`src/rtl/serial_divide_pkg.sv`:
```
// Shared types and sizing helpers for the serial restoring divider.
package serial_divide_pkg;

    typedef enum logic {
        IDLE = 1'b0,
        BUSY = 1'b1
    } divStateT;

    // Number of quotient bits produced, one per enabled step.
    function automatic int calcIterCount(input int m, input int r, input int s);
        return m + r - s;
    endfunction

    // The remainder keeps one guard bit above the divisor width.
    function automatic int calcRemWidth(input int n);
        return n + 1;
    endfunction

endpackage

```
`src/rtl/serial_divide_step.sv`:
```
// One restoring-division step: shift a dividend bit into the remainder and
// subtract the divisor when it fits. Purely combinational.
module serial_divide_step #(
    parameter int N_PP = 8
) (
    input  logic [N_PP:0]   i_remainder,
    input  logic            i_shiftBit,
    input  logic [N_PP-1:0] i_divisor,
    output logic [N_PP:0]   o_remainder,
    output logic            o_quotientBit
);

    logic [N_PP+1:0] w_partial;
    logic [N_PP:0]   w_difference;

    assign w_partial    = {i_remainder, i_shiftBit};
    assign w_difference = w_partial[N_PP:0] - {1'b0, i_divisor};

    // Compare the widened partial remainder so no carried-out bit is lost.
    always_comb begin
        o_quotientBit = 1'b0;
        o_remainder   = w_partial[N_PP:0];
        if (w_partial >= {2'b00, i_divisor}) begin
            o_quotientBit = 1'b1;
            o_remainder   = w_difference;
        end
    end

endmodule

```
`src/rtl/serial_divide_uu.sv`:
```
// Unsigned serial restoring divider, one quotient bit per enabled clock,
// MSB first. Result is floor(dividend * 2^R_PP / divisor) truncated to
// M_PP+R_PP-S_PP bits, saturating to all ones when it would not fit.
// Optional feature: define SERIAL_DIVIDE_ERR_EN to add the err_o flag.
module serial_divide_uu
    import serial_divide_pkg::*;
#(
    parameter int M_PP           = 16,
    parameter int N_PP           = 8,
    parameter int R_PP           = 0,
    parameter int S_PP           = 0,
    parameter int COUNT_WIDTH_PP = 5
) (
    input  logic                        clk_i,
    input  logic                        rst_n_i,
    input  logic                        clk_en_i,
    input  logic                        divide_i,
    input  logic [M_PP-1:0]             dividend_i,
    input  logic [N_PP-1:0]             divisor_i,
    output logic [M_PP+R_PP-S_PP-1:0]   quotient_o,
    output logic                        done_o
`ifdef SERIAL_DIVIDE_ERR_EN
    ,
    output logic                        err_o
`endif
);

    localparam int Q_LP     = calcIterCount(M_PP, R_PP, S_PP);
    localparam int REM_W_LP = calcRemWidth(N_PP);
    localparam int EXT_W_LP = M_PP + R_PP + N_PP + 1;
    localparam logic [COUNT_WIDTH_PP-1:0] LAST_COUNT_LP = COUNT_WIDTH_PP'(Q_LP - 1);

    divStateT                  r_state;
    divStateT                  w_nextState;
    logic [Q_LP-1:0]           r_dividend;
    logic [Q_LP-1:0]           r_quotShift;
    logic [Q_LP-1:0]           r_quotient;
    logic [Q_LP-1:0]           w_quotNext;
    logic [N_PP-1:0]           r_divisor;
    logic [REM_W_LP-1:0]       r_remainder;
    logic [REM_W_LP-1:0]       w_stepRemainder;
    logic [COUNT_WIDTH_PP-1:0] r_count;
    logic                      r_done;
    logic                      r_saturate;
    logic                      w_quotientBit;
    logic                      w_lastStep;
    logic                      w_overflow;
    logic [EXT_W_LP-1:0]       w_extDividend;
    logic [EXT_W_LP-1:0]       w_topBits;

    // The fraction bits are zeros appended below the dividend; the skipped
    // top S_PP bits go straight into the remainder at start.
    assign w_extDividend = EXT_W_LP'(dividend_i) << R_PP;
    assign w_topBits     = w_extDividend >> Q_LP;
    // Quotient does not fit in Q bits (also true for a zero divisor).
    assign w_overflow    = (w_topBits >= EXT_W_LP'(divisor_i));

    assign w_lastStep = (r_state == BUSY) && (r_count == LAST_COUNT_LP);
    assign w_quotNext = (r_quotShift << 1) | Q_LP'(w_quotientBit);

    serial_divide_step #(
        .N_PP(N_PP)
    ) u_step (
        .i_remainder  (r_remainder),
        .i_shiftBit   (r_dividend[Q_LP-1]),
        .i_divisor    (r_divisor),
        .o_remainder  (w_stepRemainder),
        .o_quotientBit(w_quotientBit)
    );

    // FSM state register, advancing only on enabled edges.
    always_ff @(posedge clk_i or negedge rst_n_i) begin
        if (!rst_n_i) begin
            r_state <= IDLE;
        end else if (clk_en_i) begin
            r_state <= w_nextState;
        end
    end

    // Next state: a start always wins, otherwise leave BUSY after the last step.
    always_comb begin
        w_nextState = r_state;
        if (divide_i) begin
            w_nextState = BUSY;
        end else if (w_lastStep) begin
            w_nextState = IDLE;
        end
    end

    // Operand capture, shift/subtract iteration and result publication.
    always_ff @(posedge clk_i or negedge rst_n_i) begin
        if (!rst_n_i) begin
            r_dividend  <= '0;
            r_divisor   <= '0;
            r_remainder <= '0;
            r_quotShift <= '0;
            r_quotient  <= '0;
            r_count     <= '0;
            r_saturate  <= 1'b0;
            r_done      <= 1'b0;
        end else if (clk_en_i) begin
            if (divide_i) begin
                r_dividend  <= w_extDividend[Q_LP-1:0];
                r_divisor   <= divisor_i;
                r_remainder <= w_topBits[REM_W_LP-1:0];
                r_quotShift <= '0;
                r_count     <= '0;
                r_saturate  <= w_overflow;
                r_done      <= 1'b0;
            end else if (r_state == BUSY) begin
                r_dividend  <= r_dividend << 1;
                r_remainder <= w_stepRemainder;
                r_quotShift <= w_quotNext;
                r_count     <= r_count + COUNT_WIDTH_PP'(1);
                if (w_lastStep) begin
                    r_quotient <= r_saturate ? '1 : w_quotNext;
                    r_done     <= 1'b1;
                end
            end
        end
    end

    assign quotient_o = r_quotient;
    assign done_o     = r_done;

`ifdef SERIAL_DIVIDE_ERR_EN
    logic r_err;

    // Error flag rises with done on saturation and clears on the next start.
    always_ff @(posedge clk_i or negedge rst_n_i) begin
        if (!rst_n_i) begin
            r_err <= 1'b0;
        end else if (clk_en_i) begin
            if (divide_i) begin
                r_err <= 1'b0;
            end else if (w_lastStep) begin
                r_err <= r_saturate;
            end
        end
    end

    assign err_o = r_err;
`endif

endmodule

```
`config.mk`:
```
export PLATFORM = sky130hd
export DESIGN_NAME = serial_divide_uu
export DESIGN_NICKNAME = d
export VERILOG_FILES = /design/src/rtl/serial_divide_pkg.sv /design/src/rtl/serial_divide_step.sv /design/src/rtl/serial_divide_uu.sv
export SDC_FILE = /design/constraint.sdc
export NUM_CORES = 1
export LEC_CHECK = 0
export CAP_MARGIN = 20
export CORE_UTILIZATION = 50
export DETAILED_ROUTE_END_ITERATION = 8
export PLACE_DENSITY = 0.75
export REMOVE_ABC_BUFFERS = 1
export SYNTH_ARGS = -nofsm -noshare
export SYNTH_HDL_FRONTEND = slang
export SYNTH_SLANG_ARGS = --single-unit
```
`constraint.sdc`:
```
create_clock -name clk_i -period 6.26 [get_ports clk_i]
set_input_delay 0.626 -clock clk_i [delete_from_list [all_inputs] [get_ports clk_i]]
set_output_delay 0.626 -clock clk_i [all_outputs]
set_load 0.05 [all_outputs]
```
**After elaboration in Yosys (flattened, before gate mapping)**

Cells that the tools add are included.

- Register bits: 72
- Input port bits: 28
- Output and inout port bits: 17
- Word-level logic and storage cells: 40

- Add/subtract/negate cells: 2
- Order comparisons: 2
- Equality and inequality tests: 1
- Muxes and demuxes: 16
- Bitwise logic cells: 2
- Reduce and logical (&&, ||, !) cells: 8

Operators with widths:

| kind | number |
|---|---|
| $mux W16 | 3 |
| $mux W15 | 2 |
| $mux W9 | 3 |
| $or A16 B1 Y16 | 1 |
| $ge A10 B8 Y1 | 1 |
| $mux W5 | 2 |
| $sub A9 B8 Y9 | 1 |
| $ge A1 B8 Y1 const A | 1 |
| $mux W1 | 6 |
| $reduce_and A2 Y1 | 3 |
| $add A5 B1 Y5 const B | 1 |
| $eq A5 B4 Y1 const B | 1 |
| $reduce_and A4 Y1 | 1 |
| $reduce_bool A2 Y1 | 2 |
| $reduce_and A3 Y1 | 1 |
| $logic_and A1 B1 Y1 | 1 |
| $not A1 Y1 | 1 |

**Longest topological paths before layout**

- Depth after elaboration: 5
- Gate-level depth with buffers: 9

**Hierarchy**

Synthesis repeated with hierarchy kept, for this count alone.

- Cells, all modules: 320
- Area total of the unflattened synthesis: 3472.1 µm²

Modules (own cells, without submodules):

| module | times used | cells an instance | area an instance (µm²) | sequential area each (µm²) |
|---|---|---|---|---|
| serial_divide_uu | 1 | 248 | 2930.3 | 1801.7 |
| serial_divide_step | 1 | 72 | 541.8 | 0.0 |

**Worst setup path after synthesis**

No wires, ideal clock.

- Path type: register -> register
- Start point: register r_divisor[0]
- End point: register r_remainder[3]
- Setup time: 0.135 ns
- Data arrival time: 1.956 ns
- Required time: 6.125 ns
- Path slack: 4.170 ns
- Stages on the path, launching flop included: 9
- Path buffers: 1
- Clock period less this slack: 2.090 ns
- Cell sequence: dfrtp_1 > ha_1 > fa_1 > nand2b_1 > a21oi_1 > o21a_4 > or2_1 > buf_6 > o211ai_1

- Word-level cells in the longest chain between the ends: 4
- Elaborated cells on any way between the ends: 5

Ends and longest elaborated chain:

| what | line | text |
|---|---|---|
| start, declared | serial_divide_uu.sv:39 | `logic [N_PP-1:0] r_divisor;` |
| start signal, assigned | serial_divide_uu.sv:104 | `r_divisor <= divisor_i;` |
| $sub A9 B8 Y9 / $ge A10 B8 Y1 (equally long branches) | serial_divide_step.sv:17, serial_divide_step.sv:23 |  |
| $mux W9 * | serial_divide_step.sv:23 | `if (w_partial >= {2'b00, i_divisor}) begin` |
| $mux W9 * | serial_divide_uu.sv:110 | `end else if (r_state == BUSY) begin` |
| $mux W9 * | serial_divide_uu.sv:102 | `if (divide_i) begin` |
| end signal, assigned | serial_divide_uu.sv:105 | `r_remainder <= w_topBits[REM_W_LP-1:0];` |
| end signal, assigned | serial_divide_uu.sv:112 | `r_remainder <= w_stepRemainder;` |
| end, declared | serial_divide_uu.sv:40 | `logic [REM_W_LP-1:0] r_remainder;` |

Every way passes the cells marked *; elsewhere a longest branch is shown, timed or not. The select of a mux whose other input is x is not followed.
A chain may end at the register's enable or synchronous reset.

**Worst setup path after layout**

- Start point: input port clk_en_i
- End point: register r_quotient[0], in the netlist quotient_o[0]

- Word-level cells in the longest chain between the ends: 1

Ends and longest elaborated chain:

| what | line | text |
|---|---|---|
| start, declared | serial_divide_uu.sv:16 | `input logic clk_en_i,` |
| $reduce_and A4 Y1 (no source line) | n/a |  |
| end signal, assigned | serial_divide_uu.sv:116 | `r_quotient <= r_saturate ? '1 : w_quotNext;` |
| end, declared | serial_divide_uu.sv:37 | `logic [Q_LP-1:0] r_quotient;` |

Every way passes these cells.

==> out/results.env <==
MOST-COMMON-LAYOUT-CELLS='sky130_fd_sc_hd__dfrtp_1 (72), sky130_fd_sc_hd__nand2_1 (52), sky130_fd_sc_hd__clkdlybuf4s50_1 (43)'
WORST_SKEW_PAIR.LATE_LATENCY_PS=340
MIN_PERIOD_OVER_PERIOD_PCT=47.5
VDD_DROP_MAX_mV=0.168
POST-ROUTE-DRC-COUNT=0
SYNTH_WARNINGS=0
GRT_MAX_DEGREE=73
DETAILED_PLACE_HPWL_UM=4430
SYNTH_ENABLE_FLOP_CELLS=0
DRT-INITIAL-DRC-COUNT=133
DESIGN.CORE.AREA_SQ_MM=0.00679
REG2REG_DEPTH=8
HOLD_FIX_BUFFER_COUNT_AFTER_CTS=0
RRSETUPSLACK_PS=3740
CRITPATHLAUNCHTYPE='input pin'
CTS-RESIZED-GATES=0
CORE.ROWCOUNT=30
SYNTH_LARGEST_TYPE_AREA_FRACTION_PCT=51.5
HOLD_PATH.CLASS='reg2reg'
CTS.SINK_COUNT=72
IO_BUFFER_COUNT=44
GRT_FIRST_PASS_WIRELENGTH_UM=11600
SYNTH_ASYNC_SR_FLOP_SHARE_PCT=100
TIMING.CRITICAL_PATH.TO_TYPE='flop'
CLOCK.FMAX_MHz=336
SYN-INSTANCE-COUNT=353
DRT_PRE_ANTENNA_ITERS=4
CTS_BUFFER_DEPTH=2
YOSYS.AREA.TOP_TYPE='sky130_fd_sc_hd__dfrtp_1'
YOSYSSEQAREASHARE_PCT=51.5
TNS_PS=0
DIEHEIGHT_UM=85.6
STATIC-LEAKAGE-POWER_nW=1.87
NUMBER_OF_VIOLATIONS_OF_THE_MAX_CAPACITANCE_LIMIT=0
FINAL_MAX_SLEW_VIOL_COUNT=0
DP_WORST_SETUP_SLACK_PS=2990
FIN_WS_PS=3290
CTS_POST_SETUP_BUFFERS_INSERTED=0
WORSTREG2REGSTART='r_dividend[15]'
FLOORPLAN.INITIALDENSITY_PCT=51.5
DRT_WL_TOTAL_UM=6720
FINAL_ANTENNA_NET_COUNT=0
SYNTH-SEQ-CELLS=72
SETUP_VIOL_COUNT_FINAL=0
CP-STARTPOINT='clk_en_i'
CTS_BUFFERS=9
CRIT_TYPE='in2reg'
N_FILL_CELL=556
LAYOUT-DRIVE-GT1-SHARE_PCT=8.86
CRIT_PATH_END='quotient_o[0]'
CTS_TREE='built'
AREA_GROWTH_PCT=21.5
PLACED_AREA_SQ_MM=0.00399
LARGEST_CLOCK_SKEW_IN_THE_FINAL_DESIGN_PS=4.68
HOLD_VIOL_FINAL=0
STATUS='complete, no violations'
GRT-OVFL-TOTAL=0
VIAS_PER_CELL=5.58
WORST-ENDPOINT-ARRIVAL_PS=3190
SYN_AVG_CELL_AREA_SQ_UM=9.91
WORST_PIN_SLEW_PS=877
SLEW_HEADROOM_PCT=41.5
POST-ROUTE-CELL-AREA_SQ_MM=0.00425
CP_DATA_REQUIRED_TIME_PS=6480
GRT_ANTENNA_BEFORE_REPAIR=0
POST-ROUTE-MIN-PERIOD_PS=2970
NETS=429
CTS_ROOT_BUF='sky130_fd_sc_hd__clkbuf_8'
CTS_MAX_LEVEL=3
GRT_SETUP_UNREPAIRED='no'
NUM_VIAS=2738
SYNTH.LIB_CELLS_USED.DISTINCT=47
GLOBALROUTETOTALUTIL_PCT=20.1
CELLPOWERDENSITY_mW_PER_MM2=318
CRITICAL_PATH.REG2REG.ENDPOINT='r_remainder[3]'
BOUNDARYPINS=45
SYNTHESIS.AREA_SQ_MM=0.00350
CRITICAL_PATH_PEAK_FANOUT=31
MOSTFREQUENTLAYOUTCELL='sky130_fd_sc_hd__dfrtp_1'
ANTENNA_CELLS=0
CLK_TRANSITION_REPORTED_PATHS_PS=70
NUMBER_OF_GLOBAL_ROUTE_VIAS_BEFORE_REPAIR=2569
YS_DOMINANT_REG_CELL='sky130_fd_sc_hd__dfrtp_1'
POST_SYNTH_MAIN_AREA_CONTRIBUTORS='sky130_fd_sc_hd__dfrtp_1 (52%), sky130_fd_sc_hd__nand2_1 (5.6%), sky130_fd_sc_hd__o21ai_0 (4.9%)'
DIE_WIDTH_UM=85.6
FINALWEIGHTEDCONGESTION=0.875
FLOORPLAN.DIE_AREA_SQ_MM=0.00734
WL_PER_CELL_UM=13.7
FIN_UTIL_PCT=62.6
[state kept, by name, summed over array words and instances (netlist names)]
| name | cells |
|---|---|
| r_divisor | 8 |
| r_count | 5 |
| r_saturate | 1 |
| done_o | 1 |
| r_state | 1 |
| r_dividend | 16 |
| r_remainder | 9 |
| r_quotShift | 15 |
| quotient_o | 16 |
[worst min-delay path by stage]
stage                   startpoint        endpoint  depth (start not counted)
floorplan                  rst_n_i          done_o                          0
global placement     r_dividend[8]   r_dividend[8]                          2
detailed placement  r_dividend[11]  r_dividend[11]                          2
CTS                 r_dividend[11]  r_dividend[11]                          2
global route          r_divisor[2]    r_divisor[2]                          1
finish               quotient_o[7]   quotient_o[7]                          2
[kinds of logic after synthesis]
kind of cell / after synthesis / share of synthesized area (%)
compound gates: 101 / 19.2
simple gates: 107 / 13.3
mux: 22 / 6.58
fa+ha+maj: 11 / 4.15
flops: 72 / 51.5
xor+xnor: 4 / 1.00
buf+inv: 36 / 4.26
[synth_stat cells (2+ instances only)]
master                      n
sky130_fd_sc_hd__mux2_2     8
sky130_fd_sc_hd__o211ai_1   7
sky130_fd_sc_hd__nand2b_1   4
sky130_fd_sc_hd__nor4_1     3
sky130_fd_sc_hd__nor3_1     3
sky130_fd_sc_hd__nand3_1    6
sky130_fd_sc_hd__a31oi_1    2
sky130_fd_sc_hd__a211oi_1   2
sky130_fd_sc_hd__o21ai_0   34
sky130_fd_sc_hd__ha_1      10
sky130_fd_sc_hd__o22ai_1   10
sky130_fd_sc_hd__clkbuf_1  15
sky130_fd_sc_hd__mux2i_1   14
sky130_fd_sc_hd__dfrtp_1   72
sky130_fd_sc_hd__nor2_1    29
sky130_fd_sc_hd__and4_1     2
sky130_fd_sc_hd__xor2_1     3
sky130_fd_sc_hd__nand2_1   52
sky130_fd_sc_hd__a21oi_1   15
sky130_fd_sc_hd__inv_1     14
sky130_fd_sc_hd__a22o_1    17
sky130_fd_sc_hd__o221ai_1   2
sky130_fd_sc_hd__buf_2      5
[area by class of cell]
cell class / instances / area [sq um] / area share, %
Tap cell: 96 / 120 / 2.83
Sequential cell: 72 / 1800 / 42.4
Timing Repair Buffer: 48 / 485 / 11.4
Multi-Input combinational cell: 245 / 1560 / 36.7
Inverter: 14 / 52.6 / 1.24
Clock buffer: 11 / 151 / 3.56
Clock inverter: 5 / 78.8 / 1.85
[layer usage]
layer	up-vias	wire length (um)	GRT usage [%]
li1	1337	-	-
met1	1324	3270	27.6
met2	69	3090	31.3
met3	8	289	4.04
met4	0	67	8.48
met5	-	0	0
[critical path: stages]
cell,delay (ps)
sky130_fd_sc_hd__clkdlybuf4s50_1,830
sky130_fd_sc_hd__nand2_1,290
sky130_fd_sc_hd__nor2_2,140
sky130_fd_sc_hd__buf_4,320
sky130_fd_sc_hd__nand2_1,540
sky130_fd_sc_hd__nor4_1,390
sky130_fd_sc_hd__nor2_1,70
[metrics by stage]
stage | power, W | hold WS, ps | instances
2_1_floorplan | 0.000828 | 330 | 331
3_3_place_gp | 0.000920 | 461 | 474
3_5_place_dp | 0.000934 | 470 | 474
4_1_cts | 0.00135 | 487 | 490
5_1_grt | 0.00143 | 514 | 491
6_report | 0.00135 | 478 | 491
[report_power, final]
group / internal [W] / switching [W]
clock: 0.000246 / 0.000173
combinational: 0.000157 / 0.000216
sequential: 0.000515 / 0.0000439
Power figures use the tool's default switching activity.
